**config.mk**
```make
export PLATFORM = sky130hd
export DESIGN_NAME = board_tile_store
export DESIGN_NICKNAME = d
export VERILOG_FILES = /design/src/rtl/puzzle_pkg.sv /design/src/rtl/tile_adjacency_check.sv /design/src/rtl/board_tile_store.sv
export SDC_FILE = /design/constraint.sdc
export NUM_CORES = 1
export LEC_CHECK = 0
export ABC_CLOCK_PERIOD_IN_PS = 5050
export BUFFER_PORTS_ARGS = -buffer_cell sky130_fd_sc_hd__buf_2
export CELL_PAD_IN_SITES_DETAIL_PLACEMENT = 0
export CELL_PAD_IN_SITES_GLOBAL_PLACEMENT = 1
export CORE_UTILIZATION = 50
export CTS_CLUSTER_SIZE = 28
export DETAILED_ROUTE_END_ITERATION = 7
export PLACE_DENSITY = 0.93
export RECOVER_POWER = 50
export REMOVE_ABC_BUFFERS = 1
export SYNTH_ARGS = -nofsm -noshare
export SYNTH_HDL_FRONTEND = slang
export SYNTH_SLANG_ARGS = --single-unit
```
**constraint.sdc**
```tcl
create_clock -name clk -period 5.05 [get_ports clk]
set_input_delay 0.505 -clock clk [delete_from_list [all_inputs] [get_ports clk]]
set_output_delay 0.505 -clock clk [all_outputs]
set_load 0.02 [all_outputs]
```
**src/rtl/puzzle_pkg.sv**
```systemverilog
// Shared constants, FSM state type and solved-board pattern for the 4x4 sliding puzzle.
package puzzle_pkg;

  localparam int POS_W     = 5;
  localparam int TILE_W    = 4;
  localparam int BOARD_DIM = 4;
  localparam int N_CELLS   = 16;

  typedef enum logic [2:0] {
    S_IDLE,
    S_VALIDATE,
    S_APPLY,
    S_SCAN,
    S_ERR
  } state_t;

  // Tile that belongs at position p (1..16) in the solved arrangement; last cell is empty.
  function automatic logic [TILE_W-1:0] expected(input logic [POS_W-1:0] p);
    return (p == POS_W'(N_CELLS)) ? '0 : p[TILE_W-1:0];
  endfunction

endpackage

```
**src/rtl/tile_adjacency_check.sv**
```systemverilog
// Combinational legality check for a move: range, inequality and row-aware adjacency.
module tile_adjacency_check
  import puzzle_pkg::*;
(
  input  logic [POS_W-1:0] from,
  input  logic [POS_W-1:0] to,
  output logic             legal
);

  logic             in_range;
  logic [POS_W-1:0] from_m1;
  logic [POS_W-1:0] to_m1;
  logic [POS_W-1:0] diff;
  logic             same_row;

  assign in_range = (from >= POS_W'(1)) && (from <= POS_W'(N_CELLS)) &&
                    (to   >= POS_W'(1)) && (to   <= POS_W'(N_CELLS));
  assign from_m1  = from - POS_W'(1);
  assign to_m1    = to - POS_W'(1);
  assign diff     = (from > to) ? (from - to) : (to - from);
  // Row index is bits [3:2] of the zero-based position; only meaningful when in range.
  assign same_row = (from_m1[3:2] == to_m1[3:2]);
  assign legal    = in_range &&
                    ((diff == POS_W'(BOARD_DIM)) || ((diff == POS_W'(1)) && same_row));

endmodule

```
**src/rtl/board_tile_store.sv**
```systemverilog
// Sliding-puzzle tile array: validates and applies moves, rescans for solved, serves a read port.
module board_tile_store #(
  parameter int N_CELLS = 16,
  parameter int CNT_W   = 10
) (
  input  logic                         clk,
  input  logic                         resetn,
  input  logic                         move_valid,
  input  logic [puzzle_pkg::POS_W-1:0] move_from,
  input  logic [puzzle_pkg::POS_W-1:0] move_to,
  output logic                         move_ready,
  output logic                         move_done,
  output logic                         move_err,
  input  logic [3:0]                   rd_addr,
  output logic [3:0]                   rd_tile,
  output logic                         solved,
  output logic [CNT_W-1:0]             move_count
);
  import puzzle_pkg::*;

  state_t            state, state_nx;
  logic [TILE_W-1:0] tiles [N_CELLS];
  logic [POS_W-1:0]  from_q, to_q;
  logic [3:0]        from_idx, to_idx;
  logic [3:0]        scan_idx;
  logic              mismatch_q;
  logic              solved_q;
  logic              done_q;
  logic [CNT_W-1:0]  count_q;
  logic [TILE_W-1:0] rd_q;
  logic              adj_legal;
  logic              scan_last;
  logic              scan_bad;

  function automatic logic [CNT_W-1:0] sat_inc(input logic [CNT_W-1:0] v);
    return (v == '1) ? v : v + CNT_W'(1);
  endfunction

  tile_adjacency_check u_adj (
    .from  (from_q),
    .to    (to_q),
    .legal (adj_legal)
  );

  // Array is stored zero-based; positions arrive one-based.
  assign from_idx  = 4'(from_q - POS_W'(1));
  assign to_idx    = 4'(to_q - POS_W'(1));
  assign scan_last = (scan_idx == 4'(N_CELLS - 1));
  assign scan_bad  = (tiles[scan_idx] != expected({1'b0, scan_idx} + POS_W'(1)));

  always_comb begin
    state_nx   = state;
    move_ready = 1'b0;
    case (state)
      S_IDLE: begin
        move_ready = 1'b1;
        if (move_valid) state_nx = S_VALIDATE;
      end
      S_VALIDATE: state_nx = (adj_legal && (tiles[to_idx] == '0)) ? S_APPLY : S_ERR;
      S_APPLY:    state_nx = S_SCAN;
      S_SCAN:     if (scan_last) state_nx = S_IDLE;
      S_ERR:      state_nx = S_IDLE;
      default:    state_nx = S_IDLE;
    endcase
  end

  always_ff @(posedge clk) begin
    if (!resetn) begin
      state      <= S_IDLE;
      from_q     <= '0;
      to_q       <= '0;
      scan_idx   <= '0;
      mismatch_q <= 1'b0;
      solved_q   <= 1'b1;
      done_q     <= 1'b0;
      count_q    <= '0;
      rd_q       <= '0;
      for (int i = 0; i < N_CELLS; i++) tiles[i] <= expected(POS_W'(i + 1));
    end else begin
      state  <= state_nx;
      done_q <= (state == S_SCAN) && scan_last;
      rd_q   <= tiles[rd_addr];
      if ((state == S_IDLE) && move_valid) begin
        from_q <= move_from;
        to_q   <= move_to;
      end
      if (state == S_APPLY) begin
        tiles[to_idx]   <= tiles[from_idx];
        tiles[from_idx] <= '0;
        count_q         <= sat_inc(count_q);
        scan_idx        <= '0;
        mismatch_q      <= 1'b0;
      end
      // Solved is committed only once the whole board has been scanned.
      if (state == S_SCAN) begin
        mismatch_q <= mismatch_q | scan_bad;
        scan_idx   <= scan_idx + 4'd1;
        if (scan_last) solved_q <= !(mismatch_q | scan_bad);
      end
    end
  end

  assign move_done  = done_q;
  assign move_err   = (state == S_ERR);
  assign rd_tile    = rd_q;
  assign solved     = solved_q;
  assign move_count = count_q;

endmodule

```
; Yosys cells after proc, flatten, opt, wreduce, memory -nomap -nowiden
; Memory sizes are Yosys's and may differ from the RTL's. A register that Yosys moved wholly into a read port is not among the register bits.
; Cells that the tools add are included.
[word_totals]
ff_bits = 30
latchBits = 0
ram_bits = 64
mem_bits_ro = 0
inputBits = 17
out_inout_bits = 18
mem_count = 1
[memory_table]
columns = name, words, width, read_ports, rd_ports_with_merged_regs, write_ports, line
row1 = tiles, 16, 4, 4, 2, 16, board_tile_store.sv:22  ; logic [TILE_W-1:0] tiles [N_CELLS];
[op_classes]
add_sub_neg = 7
mul = 0
div_mod_pow = 0
magnitude_cmp = 5
eq_ne = 13
shifts = 0
n_mux = 23
n_bitwise = 2
n_reduce_logical = 19
[ops]
columns = operator, n
row1 = $mux W4, 9
row2 = $pmux W3 S4, 1
row3 = $add A10 B1 Y10 const B, 1
row4 = $eq A10 B10 Y1 const B, 1
row5 = $ge A5 B1 Y1 const B, 2
row6 = $le A5 B5 Y1 const B, 2
row7 = $sub A5 B5 Y5, 2
row8 = $mux W1, 9
row9 = $mux W3, 3
row10 = $logic_and A1 B1 Y1, 8
row11 = $reduce_or A4 Y1, 2
row12 = $sub A4 B1 Y4 const B, 2
row13 = $eq A3 B2 Y1 const B, 2
row14 = $reduce_and A2 Y1, 3
row15 = $add A4 B1 Y5 const B, 1
row16 = $eq A5 B1 Y1 const B, 1
row17 = $eq A5 B3 Y1 const B, 1
row18 = $eq A5 B5 Y1 const B, 1
row19 = $gt A5 B5 Y1, 1
row20 = $mux W5, 1
row21 = $add A4 B1 Y4 const B, 1
row22 = $eq A4 B4 Y1 const B, 1
row23 = $logic_not A4 Y1, 1
row24 = $ne A2 B2 Y1 const B, 2
row25 = other kinds (10), 11

; Depth between registers and ports, before layout
; Gate-level depths: netlist (run 1).
[logic_depth]
ltp_word = 9
ltp_mapped = 13
depth_no_buf = 10

; Modules after synthesis
; From an unflattened synthesis (run 1), not the netlist that was laid out.
[unflattened]
cells_unflattened = 740
hier_area_um2 = 6799.0
[by_module_without_submodules]
columns = module, n_inst, cells_each, area_per_inst_um2
row1 = board_tile_store, 1, 663, 6243.5
row2 = tile_adjacency_check, 1, 77, 555.5

; Worst setup path before layout (run 1)
; Ideal clock, no wire load.
[synth_timing]
path_type = register to register
from = register from_q[0]
to = memory tiles[6][1]
arrival_ns = 3.042
required_time_ns = 4.928
slack_ns = 1.886
path_stages_with_launch = 11
path_buffers = 4
synth_period_minus_slack_ns = 3.164
path_cell_list = dfxtp_1 buf_4 buf_2 inv_1 ha_1 clkbuf_2 buf_1 mux4_2 mux4_2 or2_2 o311a_1
[synth_lines]
columns = element, line
row1 = "start, declared", board_tile_store.sv:23  ; logic [POS_W-1:0] from_q, to_q;
row2 = "start signal, assigned", board_tile_store.sv:84  ; from_q <= move_from;
row3 = "end, declared", board_tile_store.sv:22

==> run metrics, run 1 <==
Top delay family on crit path buffers and inverters; Reg2Reg Setup Slack 1000 ps; combinational fraction of design power 0.206; depth of the CTS H-tree 3; most frequent CP cell clkbuf_1; worst slew pin tran 2290 ps; Core Rows 41; WHS Path Cells 3; placed instance area 6800 um^2; Async SR Flop Fraction 0; DRC 0; maxcap violations 1; Via-to-Cell Ratio 6.68; Ys Warns 0; Critical Path, Cell by Cell clkbuf_1, clkbuf_1, clkinv_1, clkbuf_2, o311a_1; Die Span X 116 um; fmax 237 MHz; Worst setup SP type input pin; top cell type's share of synthesized area 0.312; Critical Path End Type register; Worst Path Required 5290 ps; post-route design area 7050 um^2; leading post-synthesis cells by cell area dfxtp_1 31%, mux4_2 17%, nand2_1 4.3%; Cell Area, Synth 6550 um^2; layout cells sized above 1 0.126; critical path depth in cells 5; Psw 0.000606 W; Leak 2.55 nW; Arr. time, crit path 4460 ps; fin cells 892; Max rail drop VDD 270 uV; crit share post-route 0.835; Cell Pwr Density 269 nW/um^2; failing checks capacitance limit, slew limit; worst relative slew slack -0.524; Skew-Pair Late Insertion Delay 360 ps; CTS resizes 0; ys flop type dfxtp_1; Clk pin slew, worst setup/hold paths 70 ps; Final Hold Viols 0; CTS max path bufs 2; unrepaired setup endpoints after global routing false; DP Worst Slack 1200 ps; Buf+Inv Stages, Crit Path 4; Post-Syn Instances 706; Placeable Area 12700 um^2; Final Net Count 756; Slew Viols, Final 55; DP HPWL 15100 um; CTS Hold Buffers Added 0; total CTS buffers 9; post-CTS setup buffer count 0; drt pass-1 iters 5; number of global-route vias before repair 5402; Avg Cell Area, Syn 9.28 um^2; root buffer cell clkbuf_16; Sw Share 0.320; R2R cell count 9; Hold Slack 388 ps; CP Max Fanout 54; Commonest cells post-synth 102 x dfxtp_1, 75 x nand2_1, 55 x nor2_1; Clk pwr share 0.357; gr usage total 0.314; fin crit period 4220 ps; Final TNS setup 0 ps; initial antenna violation count 0; largest area contributor in the synthesized netlist dfxtp_1; EDFF count, synth 0; setup slack after layout 831 ps; final clock skew 9.69 ps; first-pass GRT wire length 31200 um; Wirelength per Cell 22.9 um; Cell variety after synth 58; most common cell in the netlist dfxtp_1; GR Overflow Total 0; Final setup viols 0; Hold WC Path Type in2reg; ANT cells 0; outcome finished, violations left; Largest stage delay, worst path 1660 ps; number of synthesized register bits 102; Internal Pwr Total 0.00129 W; Area Overhead vs Synth 7.56%; Detailed Route Iter0 Violations 674; Final Wtd Congestion 0.923; sequential share of power 0.437; largest net degree at the start of global routing 55; Die Area 13600 um^2; Crit-path slowest cell clkbuf_1; CTS tree built; count of input and output buffers 34; total wire length 20500 um; DR vias 5956; DIE HEIGHT 116 um; CTS sink cnt 102; sequential area share after synthesis 0.312; Post-Place Cells 876; Routed Antenna Nets 0; Crit Path Class in2reg; initial core utilization 0.515; io pins 35
-- per-stage QoR --
| stage | util | total power, W |
|---|---|---|
| 2_1_floorplan | - | 0.00109 |
| 3_3_place_gp | 0.534 | 0.00123 |
| 3_5_place_dp | 0.534 | 0.00123 |
| 4_1_cts | 0.556 | 0.00190 |
| 5_1_grt | 0.554 | 0.00196 |
| 6_report | 0.554 | 0.00190 |
-- path summary, 6_finish.rpt --
| kind | startpoint | to |
|---|---|---|
| worst max-delay path | resetn | tiles[6][1] |
| worst min-delay path | move_from[1] | from_q[1] |
| worst max register to register | to_q[0] | state[1] |
| worst min register to register | solved | solved |
-- routing by layer --
layer  vias to the layer above  track usage  wire length, um
met5                         -            0                0
met4                         0        0.136              862
met3                        57       0.0747             1950
met2                       348        0.488             9170
met1                      2888        0.418             8490
li1                       2663            -                -
-- tightest hold or removal path: cells and delay by family --
family                 cells  cell delay (ps)
buffers and inverters      1              100
AOI/OAI and AO/OA          1               50
and+or+nand+nor            1               50
-- sequential cells by signal, summed over array words and instances (netlist names), named ones only --
register	cells
from_q	5
mismatch_q	1
move_count	10
move_done	1
rd_tile	4
scan_idx	4
solved	1
state	3
tiles	64
to_q	5
-- cells by family after synthesis --
kind of cell,Yosys count,synth area share
AOI/OAI and AO/OA,145,0.142
buffers and inverters,65,0.0412
muxes,67,0.213
DFF,102,0.312
xor gates and xnor gates,28,0.0386
adders and majority gates,24,0.0481
and+or+nand+nor,275,0.205
-- power by group through the flow --
stage	sequential, W	clock (W)	combinational [W]
finish	0.000829	0.000677	0.000390
global route	0.000830	0.000718	0.000414
CTS	0.000828	0.000687	0.000386
detailed placement	0.000847	0	0.000384
global placement	0.000847	0	0.000381
floorplan	0.000850	0	0.000244
-- placed cells by master (no fill, tap or decap), types with 4 or more instances in the layout --
| master | n |
|---|---|
| a21oi_1 | 53 |
| and3_1 | 22 |
| ha_1 | 22 |
| mux2i_1 | 11 |
| or4_1 | 4 |
| nand3_1 | 38 |
| nor2_1 | 55 |
| o21a_1 | 9 |
| dfxtp_1 | 102 |
| nand2_1 | 75 |
| a311oi_1 | 9 |
| nand4_1 | 5 |
| xnor2_1 | 20 |
| xor2_1 | 7 |
| clkbuf_16 | 9 |
| and2_0 | 5 |
| nor3_1 | 28 |
| mux4_2 | 49 |
| mux4_1 | 7 |
| a211oi_1 | 12 |
| nor2b_1 | 6 |
| a31oi_1 | 10 |
| and2_1 | 8 |
| clkbuf_1 | 20 |
| o211ai_1 | 8 |
| o21ai_0 | 18 |
| o31ai_1 | 6 |
| buf_2 | 15 |
| inv_1 | 23 |
| nor4_1 | 9 |
-- final cells by class --
cell class	instances	area [um^2]
fillers	1203	5670
multi-input cells	539	4240
flip-flops and latches	102	2040
clock buffers	9	225
well taps	172	215
repair buffers	39	178
inverters	24	90.1
clock inverters	7	57.6
Note: power is estimated with default switching activity, not from simulation.
==> run 2, diff against run 1 <==
Settings changed: ABC_CLOCK_PERIOD_IN_PS 5050 to 3500, CORE_UTILIZATION 50 to 44, PLACE_DENSITY 0.93 to 0.87.
Clock period 5.05 ns to 3.5 ns, I/O delays scaled along.
==> run 2 against run 1 <==
Compared with the run above: the run still ends with capacitance limit, slew limit left; core utilization decreased by 5.9 points; global-route usage decreased by 3.0 points; die area increased by 13%; routed wire length increased by 1.1%; sequential cell count unchanged; non-clock buffer count increased by 12; first-iteration DRC count increased by 0.74%; register-to-register slack got worse by 720 ps; clock skew decreased by 1.1 ps; largest power group unchanged; highest routed layer unchanged.
==> run metrics, run 2 (synthesized netlist as in run 1, its figures left out) <==
Slew Viols, Final 55; Routed Antenna Nets 0; ANT cells 0; CTS resizes 0; footprint of the multi-input gates 4240 um^2; Final Hold Viols 0; failing checks capacitance limit, slew limit; total CTS buffers 9; fmax 310 MHz; Die Span X 124 um; Final Wtd Congestion 1.03; post-route design area 7190 um^2; outcome finished, violations left; Final Net Count 768; initial core utilization 0.451; Die Area 15400 um^2; Max rail drop VDD 254 uV; CTS sink cnt 102; CP Max Fanout 7; Core Rows 44; final clock skew 8.55 ps; DIE HEIGHT 124 um; Clk pin slew, worst setup/hold paths 70 ps; CTS Hold Buffers Added 0; register area 2040 um^2; layout cells sized above 1 0.144; DRC 0; CTS max path bufs 2; root buffer cell clkbuf_16; Area Overhead vs Synth 9.77%; fin crit period 3220 ps; Leak 2.64 nW; crit share post-route 0.921; grt met2 use 0.442; DR vias 6046; first-pass GRT wire length 32000 um; grt met1 use 0.371; commonest non-fill, non-tap cell in the layout dfxtp_1; met3 Track Usage GR 0.0627; largest net degree at the start of global routing 55; final core utilization 0.495; Placeable Area 14500 um^2; GR Overflow Total 0; worst slew pin tran 2460 ps; Skew-Pair Late Insertion Delay 350 ps; DP HPWL 15600 um; gr usage total 0.284; total wire length 20700 um; Cell Pwr Density 396 nW/um^2; placed instance area 6900 um^2; Via-to-Cell Ratio 6.61; worst relative slew slack -0.641; most frequent cells in the layout 102 x dfxtp_1, 75 x nand2_1, 55 x nor2_1; io pins 35; Worst Path Required 3780 ps; initial antenna violation count 0; Wirelength per Cell 22.6 um; maxcap violations 1; depth of the CTS H-tree 3; drt pass-1 iters 5; Arr. time, crit path 3510 ps; Final TNS setup 0 ps; fill count 1366; GRT busiest layer met2; post-CTS setup buffer count 0; Detailed Route Iter0 Violations 679; Crit Path Class reg2reg; Worst setup SP type register; Final setup viols 0; Largest Register tiles; Reg2Reg Setup Slack 280 ps; Hold WC Path Type in2reg; number of global-route vias before repair 5620; Critical Path End Type register; CTS tree built; count of input and output buffers 34; max FFs per register 64; unrepaired setup endpoints after global routing false
-- run 2: power by group --
part / total (W) / internal, W / switching [W] / leakage [nW]
Combinational: 0.000574 / 0.000215 / 0.000359 / 1.66
Clock: 0.00108 / 0.000645 / 0.000439 / 0.159
Sequential: 0.00119 / 0.00117 / 0.0000174 / 0.826
-- run 2: final cells by class --
cell class	instances	share of cell area
inverters	24	0.0125
well taps	184	0.0320
flip-flops and latches	102	0.284
repair buffers	51	0.0374
clock buffers	10	0.0332
multi-input cells	539	0.590
clock inverters	5	0.0115
-- run 2: worst max-delay path: stages (launching register included) --
cell and delay, ps:
dfxtp_1 340, inv_1 130, ha_1 500, or4b_2 610, o221ai_1 200, o21ai_0 200, a21oi_1 250, o21ai_0 130
nor4_1 600, a32o_1 200
-- run 2: path summary, 6_finish.rpt --
check / to / startpoint / depth (start not counted)
max: state[1] / to_q[0] / 9
min reg2reg: solved / solved / 1
min: from_q[3] / move_from[3] / 3
max reg2reg: state[1] / to_q[0] / 9
-- run 2: through the flow --
| stage | hold WS [ps] | total power, W | instances | worst slack (ps) |
|---|---|---|---|---|
| 2_1_floorplan | 436 | 0.00158 | 665 | 166 |
| 3_3_place_gp | 442 | 0.00177 | 900 | 392 |
| 3_5_place_dp | 447 | 0.00178 | 900 | 374 |
| 4_1_cts | 219 | 0.00286 | 915 | 342 |
| 5_1_grt | 226 | 0.00296 | 915 | 73.8 |
| 6_report | 231 | 0.00285 | 915 | 276 |
-- run 2: per-layer routing --
| metal | wire, um | share of wire |
|---|---|---|
| met2 | 9450 | 0.46 |
| met5 | 0 | 0 |
| met1 | 8010 | 0.39 |
| met4 | 899 | 0.043 |
| met3 | 2340 | 0.11 |
